==> config.mk <==
export PLATFORM = sky130hd
export DESIGN_NAME = lane_inverse
export DESIGN_NICKNAME = d
export VERILOG_FILES = /design/src/rtl/lane_pkg.sv /design/src/rtl/lane_inverse_alu.sv /design/src/rtl/lane_inverse.sv
export SDC_FILE = /design/constraint.sdc
export NUM_CORES = 1
export LEC_CHECK = 0
export CAP_MARGIN = 30
export CORE_MARGIN = 3
export CORE_UTILIZATION = 55
export DETAILED_ROUTE_END_ITERATION = 8
export PLACE_DENSITY = 0.77
export SYNTH_ARGS = -nofsm -noshare
export SYNTH_HDL_FRONTEND = slang
export SYNTH_SLANG_ARGS = --single-unit
==> constraint.sdc <==
create_clock -name clk -period 4.1 [get_ports clk]
set_input_delay 0.615 -clock clk [delete_from_list [all_inputs] [get_ports clk]]
set_output_delay 0.615 -clock clk [all_outputs]
set_load 0.02 [all_outputs]
==> src/rtl/lane_pkg.sv <==
// Shared types and defaults for the inverse vector lane.
package lane_pkg;

  localparam int WIDTH_DEF = 8;
  localparam int SHW_DEF   = 3;

  typedef enum logic [2:0] {
    OP_ADDSUB = 3'd0,
    OP_XOR    = 3'd1,
    OP_SHL    = 3'd2,
    OP_ROT    = 3'd3,
    OP_SHAND  = 3'd4
  } op_e;

  typedef struct packed {
    logic [WIDTH_DEF-1:0] data1;
    logic [WIDTH_DEF-1:0] data2;
    logic [WIDTH_DEF-1:0] key;
    logic [3:0]           select;
  } s1_pay_t;

endpackage

==> src/rtl/lane_inverse_alu.sv <==
// Combinational inverse of the forward lane's per-element operations.
module lane_inverse_alu
  import lane_pkg::*;
#(
  parameter int WIDTH = WIDTH_DEF,
  parameter int SHW   = SHW_DEF
) (
  input  logic [WIDTH-1:0] data1,
  input  logic [WIDTH-1:0] data2,
  input  logic [WIDTH-1:0] key,
  input  logic [3:0]       select,
  output logic [WIDTH-1:0] result,
  output logic             err
);

  logic [SHW-1:0]     shamt;
  logic [2*WIDTH-1:0] dbl;
  logic [2*WIDTH-1:0] rot_r;
  logic [2*WIDTH-1:0] rot_l;

  // Rotations come from shifting a doubled copy, so s=0 needs no special case.
  assign shamt = data2[SHW-1:0];
  assign dbl   = {data1, data1};
  assign rot_r = dbl >> shamt;
  assign rot_l = dbl << shamt;

  always_comb begin
    result = '0;
    err    = 1'b0;
    case (select[3:1])
      OP_ADDSUB: result = select[0] ? (data1 + data2) : (data1 - data2);
      OP_XOR:    result = data1 ^ data2;
      OP_SHL:    result = select[0] ? (data1 << shamt) : (data1 >> shamt);
      OP_ROT:    result = select[0] ? rot_l[2*WIDTH-1:WIDTH] : rot_r[WIDTH-1:0];
      OP_SHAND:  result = (data1 & key) >> shamt;
      default:   err    = 1'b1;
    endcase
  end

endmodule

==> src/rtl/lane_inverse.sv <==
// Two-stage valid/ready pipeline around the inverse ALU: S1 holds operands,
// S2 holds the result; full backpressure, one element per cycle.
module lane_inverse
  import lane_pkg::*;
#(
  parameter int WIDTH = WIDTH_DEF,
  parameter int SHW   = SHW_DEF
) (
  input  logic             clk,
  input  logic             rst_n,
  input  logic             in_valid,
  output logic             in_ready,
  input  logic [WIDTH-1:0] data1,
  input  logic [WIDTH-1:0] data2,
  input  logic [WIDTH-1:0] key,
  input  logic [3:0]       select,
  output logic             out_valid,
  input  logic             out_ready,
  output logic [WIDTH-1:0] data_out,
  output logic             err,
  output logic             busy
);

  s1_pay_t          s1_pay_q, s1_pay_d;
  logic             s1_valid_q, s1_valid_d;
  logic             s2_valid_q, s2_valid_d;
  logic [WIDTH-1:0] data_out_q, data_out_d;
  logic             err_q, err_d;
  logic [WIDTH-1:0] alu_result;
  logic             alu_err;
  logic             s1_adv, s2_adv;

  // Each stage may advance when empty or when the stage after it advances.
  assign s2_adv = !s2_valid_q || out_ready;
  assign s1_adv = !s1_valid_q || s2_adv;

  lane_inverse_alu #(.WIDTH(WIDTH), .SHW(SHW)) u_alu (
    .data1  (s1_pay_q.data1),
    .data2  (s1_pay_q.data2),
    .key    (s1_pay_q.key),
    .select (s1_pay_q.select),
    .result (alu_result),
    .err    (alu_err)
  );

  always_comb begin
    s1_valid_d = s1_valid_q;
    s1_pay_d   = s1_pay_q;
    s2_valid_d = s2_valid_q;
    data_out_d = data_out_q;
    err_d      = err_q;
    if (s1_adv) begin
      s1_valid_d = in_valid;
      if (in_valid) begin
        s1_pay_d.data1  = data1;
        s1_pay_d.data2  = data2;
        s1_pay_d.key    = key;
        s1_pay_d.select = select;
      end
    end
    if (s2_adv) begin
      s2_valid_d = s1_valid_q;
      if (s1_valid_q) begin
        data_out_d = alu_result;
        err_d      = alu_err;
      end
    end
  end

  always_ff @(posedge clk or negedge rst_n) begin
    if (!rst_n) begin
      s1_valid_q <= 1'b0;
      s1_pay_q   <= '0;
      s2_valid_q <= 1'b0;
      data_out_q <= '0;
      err_q      <= 1'b0;
    end else begin
      s1_valid_q <= s1_valid_d;
      s1_pay_q   <= s1_pay_d;
      s2_valid_q <= s2_valid_d;
      data_out_q <= data_out_d;
      err_q      <= err_d;
    end
  end

  assign in_ready  = s1_adv;
  assign out_valid = s2_valid_q;
  assign data_out  = data_out_q;
  assign err       = err_q;
  assign busy      = s1_valid_q || s2_valid_q;

endmodule

==> results of run 1 <==
==> registers in the layout (all words and copies together), names as in the netlist <==
signal / count
s1_valid_q: 1
err: 1
data_out: 8
out_valid: 1
s1_pay_q: 28
==> worst max-delay path, delay by kind of cell (launching register included) <==
family / cells / cell delay, ns
adder cells (fa/ha/maj): 1 / 0.29
XOR/XNOR: 2 / 0.33
buffers and inverters: 1 / 0.44
flip-flops: 1 / 0.86
AO/OA/AOI/OAI: 4 / 0.96
AND/OR/NAND/NOR: 1 / 0.18
==> logic make-up after synthesis <==
logic type                 Yosys count  share of synthesized area [%]
muxes                               63                           24.0
AOI/OAI and AO/OA                   85                           16.5
and+or+nand+nor                    116                           18.1
adders and majority gates           10                           3.59
xor gates and xnor gates            14                           3.32
buffers and inverters               49                           8.04
DFF                                 39                           26.4
==> final cells by class <==
type,count,share of cell area (%)
clock buffers,7,2.11
clock inverters,1,0.214
inverters,14,1.28
multi-input cells,288,59.0
flip-flops and latches,39,23.8
well taps,77,2.35
repair buffers,48,11.3
==> cell usage after synthesis (3+ instances only) <==
cell / n
dfrtp_1: 39
mux2_2: 35
nand2_1: 21
nor2_1: 21
o21ai_0: 16
clkbuf_1: 15
inv_1: 14
mux4_2: 14
nand2b_1: 14
a21oi_1: 12
nand3_1: 12
mux2i_1: 10
ha_1: 9
xor2_1: 8
a31oi_1: 7
clkbuf_8: 7
o211ai_1: 7
buf_2: 6
nor3_1: 6
xnor2_1: 6
and2_1: 5
nand4_1: 5
nand4b_1: 5
nor3b_1: 5
a211oi_1: 4
nand3b_1: 4
a211o_1: 3
a311oi_1: 3
buf_4: 3
buf_6: 3
==> worst max path at each step <==
stage                             startpoint                 endpoint  slack, ns  depth (start not counted)
finish              s1_pay_q[14]$_DFFE_PN0P_  data_out[7]$_DFFE_PN0P_       0.91                          9
global route        s1_pay_q[14]$_DFFE_PN0P_  data_out[7]$_DFFE_PN0P_       0.66                          9
CTS                 s1_pay_q[14]$_DFFE_PN0P_  data_out[7]$_DFFE_PN0P_       0.93                          9
detailed placement  s1_pay_q[14]$_DFFE_PN0P_  data_out[7]$_DFFE_PN0P_       0.95                          9
global placement    s1_pay_q[14]$_DFFE_PN0P_  data_out[7]$_DFFE_PN0P_       1.01                          9
floorplan            s1_pay_q[0]$_DFFE_PN0P_  data_out[3]$_DFFE_PN0P_       1.08                         10
==> power by group <==
group          internal (mW)  switching (mW)
clock                  0.138           0.154
sequential             0.450           0.141
combinational          0.429           0.411
==> per-layer routing <==
metal	vias to the layer above	GRT usage (%)
met5	-	0
met4	0	9.76
met3	23	4.89
met2	128	40.5
met1	1545	34.2
li1	1466	-
==> key figures, run 1 <==
Layout
  – Most frequent cells in the layout: clkdlybuf4s50_1, dfrtp_1, mux2_2
  – Final Cell Area: 4100 um^2
  – Layout area overhead: 11.1%
  – Most common cell after layout, fill and taps aside: clkdlybuf4s50_1
  – Fin nets: between 400 and 500
  – Layout cell share with drive strength beyond 1: between 10% and 20%
  – N_diodes: 0
  – Layout Utilization: 63.8%
  – Fillers: approximately 540
  – Register area: just under 1000 um^2
  – Non-filler cells, final: around 470
  – Multi-input gate area: between 2000 and 2500 um^2

Logic synthesis
  – Post-synthesis sequential area ratio: 26.4%
  – Synthesized area: between 3000 and 4000 um^2
  – Top post-synthesis cells by area: dfrtp_1, mux2_2, mux4_2
  – Post-synth ARST share: between 90% and 100%
  – Yosys top cell by area: dfrtp_1
  – Number of synthesized flops with an enable pin: 0
  – Top FF cell, synth: dfrtp_1
  – Yosys Warn Count: 0
  – Seq cells post-synth: 39
  – Synth top area share: between 20% and 30%
  – Unique cell type count in the Yosys netlist: 72
  – Mapped Cells: roughly 380
  – Post-synth net total: about 420
  – Avg Cell Area, Syn: a little under 10 um^2

Clock tree
  – Root buf cell: clkbuf_8
  – Reg clk slew, reported paths: approximately 0.090 ns
  – CTS Buffer Depth: 2
  – Htree depth: 2
  – CTS tree: done
  – CTS Buf Count: 5
  – # clock sinks: 39
  – Post-CTS Setup Inserts: 0
  – CTS Hold Bufs: 0
  – Post-cts resize count: 0
  – Skew-Pair Late Insertion Delay: roughly 0.31 ns

Routing
  – Post-Route WL: 9.16 mm
  – DRT met1 WL: 4.09 mm
  – Final ANT Viol Nets: 0
  – DR iter-0 viols: about 240
  – Met3 wire length: ~520 um
  – Routed WL per cell: between 15 and 20 um
  – Highest metal used: met4
  – Met2 WL post-DR: roughly 4.3 mm
  – Detailed-route DRC error count: 0
  – Vias/cell: 6.67
  – TritonRoute pass-1 iters: 6
  – Vias after detailed routing: ~3200

GRT
  – GR Util All Layers: between 20% and 30%
  – Initial antenna violation count: 0
  – First-pass GRT wire length: 15.2 mm
  – Vias in the first global route: approximately 3000
  – Grt ovf: 0
  – Pin count of the biggest net entering global routing: 40

Worst setup path
  – Required @ worst endpoint: 4.28 ns
  – Critical path class: reg2reg
  – Worst-case reg-to-reg path depth: 9
  – CP arrival: 3.37 ns
  – Crit-path max cell delay: ~0.86 ns
  – Crit-path max FO: 24
  – Critical path, cell by cell: inv_1 -> a31oi_1 -> xor2_1 -> ha_1 -> and3_1 -> a22o_1 -> o41ai_1 -> xnor2_1 -> o211ai_1
  – Worst R2R Start: s1_pay_q[14]$_DFFE_PN0P_
  – Worst setup SP type: register
  – CP Capture Type: register
  – Flop-to-flop setup slack: between 0.9 and 1 ns
  – R2R Path End: data_out[7]$_DFFE_PN0P_
  – Critical-path top delay cell: dfrtp_1

Floorplan
  – Initial Utilization: between 50 and 60%
  – Core area: ~6400 um^2
  – Die Span X: between 80 and 90 um
  – DIE AREA: approximately 7700 um^2
  – Site Rows: 29
  – Die Y: slightly below 90 um
  – I/O pins: 44

STA
  – Fmax: approximately 310 MHz
  – Worst slew margin: a little over a third
  – Post-route setup TNS: 0 ns
  – RSZ-0062 raised after global routing: no
  – Worst hold slack: just over 0.4 ns
  – Period utilisation layout: between 70 and 80%
  – Final critical-path setup slack: between 0.9 and 1 ns
  – Final Hold Fails: 0
  – Final Max Tran Viols: 0
  – Final Skew: approximately 0.0071 ns
  – Worst-Margin Slew: slightly below 1 ns
  – Fin crit period: approximately 3.2 ns
  – Final setup viols: 0

Power
  – Worst vdd ir: about 0.22 mV
  – Pwr dens: between 400 and 500 nW/um^2
  – Overall power: between 1.5 and 2 mW
  – Static Leak: about 1.6 nW

Place
  – Gpl congestion: 0.976
  – Placed Area: 4010 um^2
  – Placed cells: 466
  – Worst slack at placement: 0.947 ns
  – Port buffer count: 43
  – HPWL Detailed: 6.51 mm

Flow run
  – Maxcap violations: 0

Outcome
  – Status: finished clean

Worst hold path
  – Worst hold path class: in2async
(Power assumes the default switching activity.)
==> run 2, diff against run 1 <==
- CORE_UTILIZATION: 55 -> 52
- PLACE_DENSITY: 0.77 -> 0.76
- clock period: 4.1 -> 2.9 ns (I/O delays scaled with it)
==> run 2 against run 1 <==
Compared with the run above: global-route usage shrank 0.40 points; die area increased by 5.4%; via count rose by 4.2%; largest power group unchanged; sequential power up 37%; hold slack worse by 0.18 ns.
==> key figures, run 2 (synthesis gave the netlist of run 1 again) <==
Outcome
  – Status: finished clean (unchanged)

Clock tree
  – Skew-Pair Late Insertion Delay: 0.31 ns (about the same)
  – CTS Hold Bufs: 0 (unchanged)
  – CTS Buffer Depth: 2 (unchanged)
  – # clock sinks: 39 (unchanged)
  – Htree depth: 2 (unchanged)
  – Reg clk slew, reported paths: 0.09 ns (about the same)
  – CTS tree: done (unchanged)
  – CTS Buf Count: 5 (unchanged)
  – Root buf cell: clkbuf_8 (unchanged)

Layout
  – Fin nets: 448 (was 438)
  – N_diodes: 0 (unchanged)
  – Layout area overhead: 14.4% (was 11.1%)
  – Layout cell share with drive strength beyond 1: 20.9% (was 18.4%)
  – Layout Utilization: 61.8% (was 63.8%)
  – Most common cell after layout, fill and taps aside: clkdlybuf4s50_1 (unchanged)
  – Most frequent cells in the layout: clkdlybuf4s50_1, dfrtp_1, mux2_2 (unchanged)
  – Fillers: 584 (was 538)
  – Largest Register: s1_pay_q (unchanged)
  – Number of flip-flops in the largest register: 28 (unchanged)
  – Non-filler cells, final: 503 (was 474)

Worst setup path
  – Critical path class: reg2reg (unchanged)
  – CP arrival: 2.93 ns (was 3.37 ns)
  – Required @ worst endpoint: 3.10 ns (was 4.28 ns)
  – CP Capture Type: register (unchanged)
  – Worst setup SP type: register (unchanged)
  – Crit-path max FO: 5 (was 24)

Power
  – Static Leak: 1.66 nW (was 1.60 nW)
  – Worst vdd ir: 0.403 mV (was 0.217 mV)
  – Overall power: 2.56 mW (was 1.72 mW)
  – Pwr dens: 606 nW/um^2 (was 420 nW/um^2)

STA
  – Worst hold slack: 0.231 ns (was 0.412 ns)
  – RSZ-0062 raised after global routing: no (unchanged)
  – Worst slew margin: 37.2% (was 35.9%)
  – Post-route setup TNS: 0 ns (unchanged)
  – Worst-Margin Slew: 0.942 ns (was 0.962 ns)
  – Final Skew: 0.0132 ns (was 0.00713 ns)
  – Final Hold Fails: 0 (unchanged)
  – Final setup viols: 0 (unchanged)
  – Fin crit period: 2.74 ns (was 3.19 ns)
  – Final Max Tran Viols: 0 (unchanged)
  – Fmax: 365 MHz (was 314 MHz)
  – Period utilisation layout: 94.4% (was 77.7%)

Place
  – HPWL Detailed: 7.05 mm (was 6.51 mm)
  – Port buffer count: 43 (unchanged)
  – Gpl congestion: 0.990 (was 0.976)
  – Placed cells: 495 (was 466)

Floorplan
  – Core area: 6830 um^2 (was 6420 um^2)
  – Die Span X: 90.2 um (was 87.9 um)
  – Die Y: 90.2 um (was 87.9 um)
  – I/O pins: 44 (unchanged)
  – Initial Utilization: 54.0% (was 57.5%)
  – DIE AREA: 8140 um^2 (was 7730 um^2)
  – Site Rows: 30 (was 29)

Routing
  – TritonRoute pass-1 iters: 5 (was 6)
  – Vias/cell: 6.55 (was 6.67)
  – Vias after detailed routing: 3294 (was 3162)
  – DR iter-0 viols: 336 (was 235)
  – Post-Route WL: 10.1 mm (was 9.16 mm)
  – Final ANT Viol Nets: 0 (unchanged)
  – Routed WL per cell: 20.0 um (was 19.3 um)
  – Detailed-route DRC error count: 0 (unchanged)

GRT
  – First-pass GRT wire length: 16.3 mm (was 15.2 mm)
  – Grt ovf: 0 (unchanged)
  – GR Util All Layers: 25.0% (was 25.4%)
  – Initial antenna violation count: 0 (unchanged)
  – Pin count of the biggest net entering global routing: 47 (was 40)
  – Vias in the first global route: 3165 (was 3029)

Flow run
  – Maxcap violations: 0 (unchanged)

Worst hold path
  – Worst hold path class: in2async (unchanged)
## run 2: changes by cell type in the layout (fill, tap and decap cells not counted)
| cell | delta |
|---|---|
| clkbuf_1 | -1 |
| a21oi_2 | +1 |
| clkbuf_8 | -1 |
| clkinv_2 | +1 |
| a21oi_1 | -1 |
| buf_4 | +10 |
| bufinv_16 | +1 |
## run 2: repair_timing
action	CTS	global route
resized for setup	0	1
buffers inserted	0	0
setup endpoints to repair	0	1
endpoints found under the hold margin	0	0
## run 2: worst max-delay path: stages (launching register included)
cell	delay [ns]
dfrtp_1	0.42
inv_1	0.15
ha_1	0.26
mux2_2	0.28
ha_1	0.27
a21o_1	0.21
a21oi_2	0.18
mux2_2	0.34
nand4b_1	0.19
a221o_1	0.34
## run 2: layer usage
metal / track usage, % / wire (um) / vias up
li1: - / - / 1479
met1: 33.5 / 4140 / 1612
met2: 40.5 / 4810 / 179
met3: 4.52 / 843 / 24
met4: 9.18 / 270 / 0
met5: 0 / 0 / -
## run 2: final timing paths
kind / startpoint / to / slack [ns] / cells past startpoint
worst max-delay path: s1_pay_q[13]$_DFFE_PN0P_ / data_out[3]$_DFFE_PN0P_ / 0.16 / 9
worst max register to register: s1_pay_q[13]$_DFFE_PN0P_ / data_out[3]$_DFFE_PN0P_ / 0.16 / 9
min in group clk: data_out[4]$_DFFE_PN0P_ / data_out[4]$_DFFE_PN0P_ / 0.48 / 2
worst min-delay path: rst_n / data_out[1]$_DFFE_PN0P_ / 0.23 / 1
max in group asynchronous: rst_n / s1_pay_q[6]$_DFFE_PN0P_ / 2.09 / 1
worst min register to register: data_out[4]$_DFFE_PN0P_ / data_out[4]$_DFFE_PN0P_ / 0.48 / 2
## run 2: area by class of cell
| type | count | area (um^2) | area share [%] |
|---|---|---|---|
| Inverter | 14 | 52.6 | 1.25 |
| Multi-Input combinational cell | 288 | 2420 | 57.4 |
| Clock inverter | 3 | 43.8 | 1.04 |
| Sequential cell | 39 | 976 | 23.1 |
| Clock buffer | 5 | 68.8 | 1.63 |
| Tap cell | 96 | 120 | 2.85 |
| Timing Repair Buffer | 58 | 538 | 12.7 |
## run 2: per-stage QoR
step	cell area, um^2	setup WS, ns
2_1_floorplan	3690	0.00517
3_3_place_gp	4100	0.207
3_5_place_dp	4100	0.152
4_1_cts	4220	0.143
5_1_grt	4220	0.0179
6_report	4220	0.161
## run 2: power by group
part,leakage [nW],switching (mW),total (mW),internal (mW)
registers,0.466,0.169,0.807,0.638
clock network,0.0581,0.216,0.473,0.256
logic,1.13,0.648,1.28,0.631
==> edit (settings of run 2) <==
The package constant `WIDTH_DEF` goes from 8 to 6.
--- a/src/rtl/lane_pkg.sv
+++ b/src/rtl/lane_pkg.sv
@@ -1,7 +1,7 @@
 // Shared types and defaults for the inverse vector lane.
 package lane_pkg;
 
-  localparam int WIDTH_DEF = 8;
+  localparam int WIDTH_DEF = 6;
   localparam int SHW_DEF   = 3;
 
   typedef enum logic [2:0] {
Interface: changed (resized data1, data2, data_out and key); port bits go from 44 to 36. The function was not compared with the original's and may differ.
==> edit against run 2 <==
- power is 28% lower
- die area is 31% lower
- via count fell by 31%
- critical path depth unchanged
- final cell count is 29% lower
- sequential cell count decreased by 8
- largest power group unchanged
- synthesized cell count decreased by 27%
- wire length shrank 35%
- synthesized area down 32%
- setup slack better by 0.066 ns
- cell area down 30%
- count of clock-buffer cells in the layout increased by 3
==> edit: results (changes against run 2) <==
status=complete, no violations (unchanged); Worst R2R Start=s1_pay_q[11] (was s1_pay_q[13]); met1 usage=0.335 (about the same); biggest cell delay along the critical path=0.57 ns (was 0.42 ns); Clk pin slew, worst setup/hold paths=0.07 ns (was 0.09 ns); hold_ws=0.498 ns (was 0.231 ns); drt via density=6.36 (was 6.55); Yosys cell types=53 (was 72); Seq pwr share=0.338 (was 0.315); GPL Wtd Cong=0.934 (was 0.990); top sig layer=met4 (unchanged); hpwl dp=4740 µm (was 7050 µm); number of buffer cells added on primary ports=35 (was 43); Clock Skews=0.00646 ns (was 0.0132 ns); Placed Area=2860 µm² (was 4100 µm²); Post-layout nets=336 (was 448); Post-Place Cells=347 (was 495); largest net degree at the start of global routing=32 (was 47); Worst-Margin Slew=0.581 ns (was 0.942 ns); Mapped Nets=307 (was 418); leading post-synthesis cells by cell area=dfrtp_1 (31%), mux2_2 (10%), mux2i_1 (5.6%), ha_1 (3.5%), o21ai_0 (3.4%) (was dfrtp_1 (26%), mux2_2 (11%), mux4_2 (8.5%), ha_1 (3.1%), mux2i_1 (2.7%)); met3 wire length=471 µm (was 843 µm); pre-CTS WS=0.316 ns (was 0.152 ns); drt first-iter violations=190 (was 336); WL met1=2670 µm (was 4140 µm); GRT Total Usage=0.253 (was 0.250); sw power=724 µW (was 1.03 mW); Clk network pwr share=0.205 (was 0.185); Power Internal=1.12 mW (was 1.52 mW); CP arrival=2.88 ns (was 2.93 ns); Final Worst Setup Slack=0.227 ns (was 0.161 ns); WL final=6530 µm (was 10,100 µm); Critical Path Fanout Max=31 (was 5); compound-cell area share of the yosys netlist=0.188 (was 0.165); Post-Syn Instances=273 (was 376); Post-Synth XOR/XNOR Area=0.0457 (was 0.0332); Hold Crit Class=register to register (was input pin to async pin); number of global-route vias before repair=2,170 (was 3,165); crit path max-delay cell type=a2111oi_0 (was dfrtp_1); GR Util met3=0.0574 (was 0.0452); Synth Area in Adders=0.0432 (was 0.0359); top cells by count, synth=dfrtp_1 (31), mux2_2 (23), nand2_1 (20) (was dfrtp_1 (39), mux2_2 (35), nand2_1 (21), nor2_1 (21), o21ai_0 (16)); max FFs per register=22 (was 28); DR WL met2=3120 µm (was 4810 µm); via count=2,259 (was 3,294); clk_lat worst skew=0.29 ns (was 0.31 ns); first-pass GRT wire length=10,700 µm (was 16,300 µm); share of layout cells above drive strength 1=0.158 (was 0.209); reg2reg end=data_out[2] (was data_out[3]); VDD IR-drop max=0.391 mV (was 0.403 mV); Pleak=1.20 nW (was 1.66 nW); sequential element share of the synthesized area=0.311 (was 0.264); FILL cells=367 (was 584)
## edit: changes by cell type after synthesis, moves of 5 or more
cell and delta:
a22oi_1 +5, a31oi_1 -6, clkbuf_1 -7, clkbuf_8 -7
dfrtp_1 -8, inv_1 -11, mux2_2 -12, mux4_2 -12
nand2b_1 -7, nand4_1 -5, nand4b_1 -5
## edit: final cells by class
class	instances	area [µm²]	share of cell area
inverters	4	15.0	0.00508
clock buffers	8	100	0.0338
repair buffers	43	410	0.139
well taps	52	65.1	0.0220
multi-input cells	217	1590	0.538
flip-flops and latches	31	776	0.262
## edit: how the worst max path moves through the flow
stage               cells past startpoint     endpoint    startpoint
floorplan                              10  data_out[4]   s1_pay_q[0]
global placement                        9  data_out[2]  s1_pay_q[11]
detailed placement                      9  data_out[2]  s1_pay_q[11]
CTS                                     9  data_out[2]  s1_pay_q[11]
global route                            9  data_out[2]  s1_pay_q[11]
finish                                  9  data_out[2]  s1_pay_q[11]
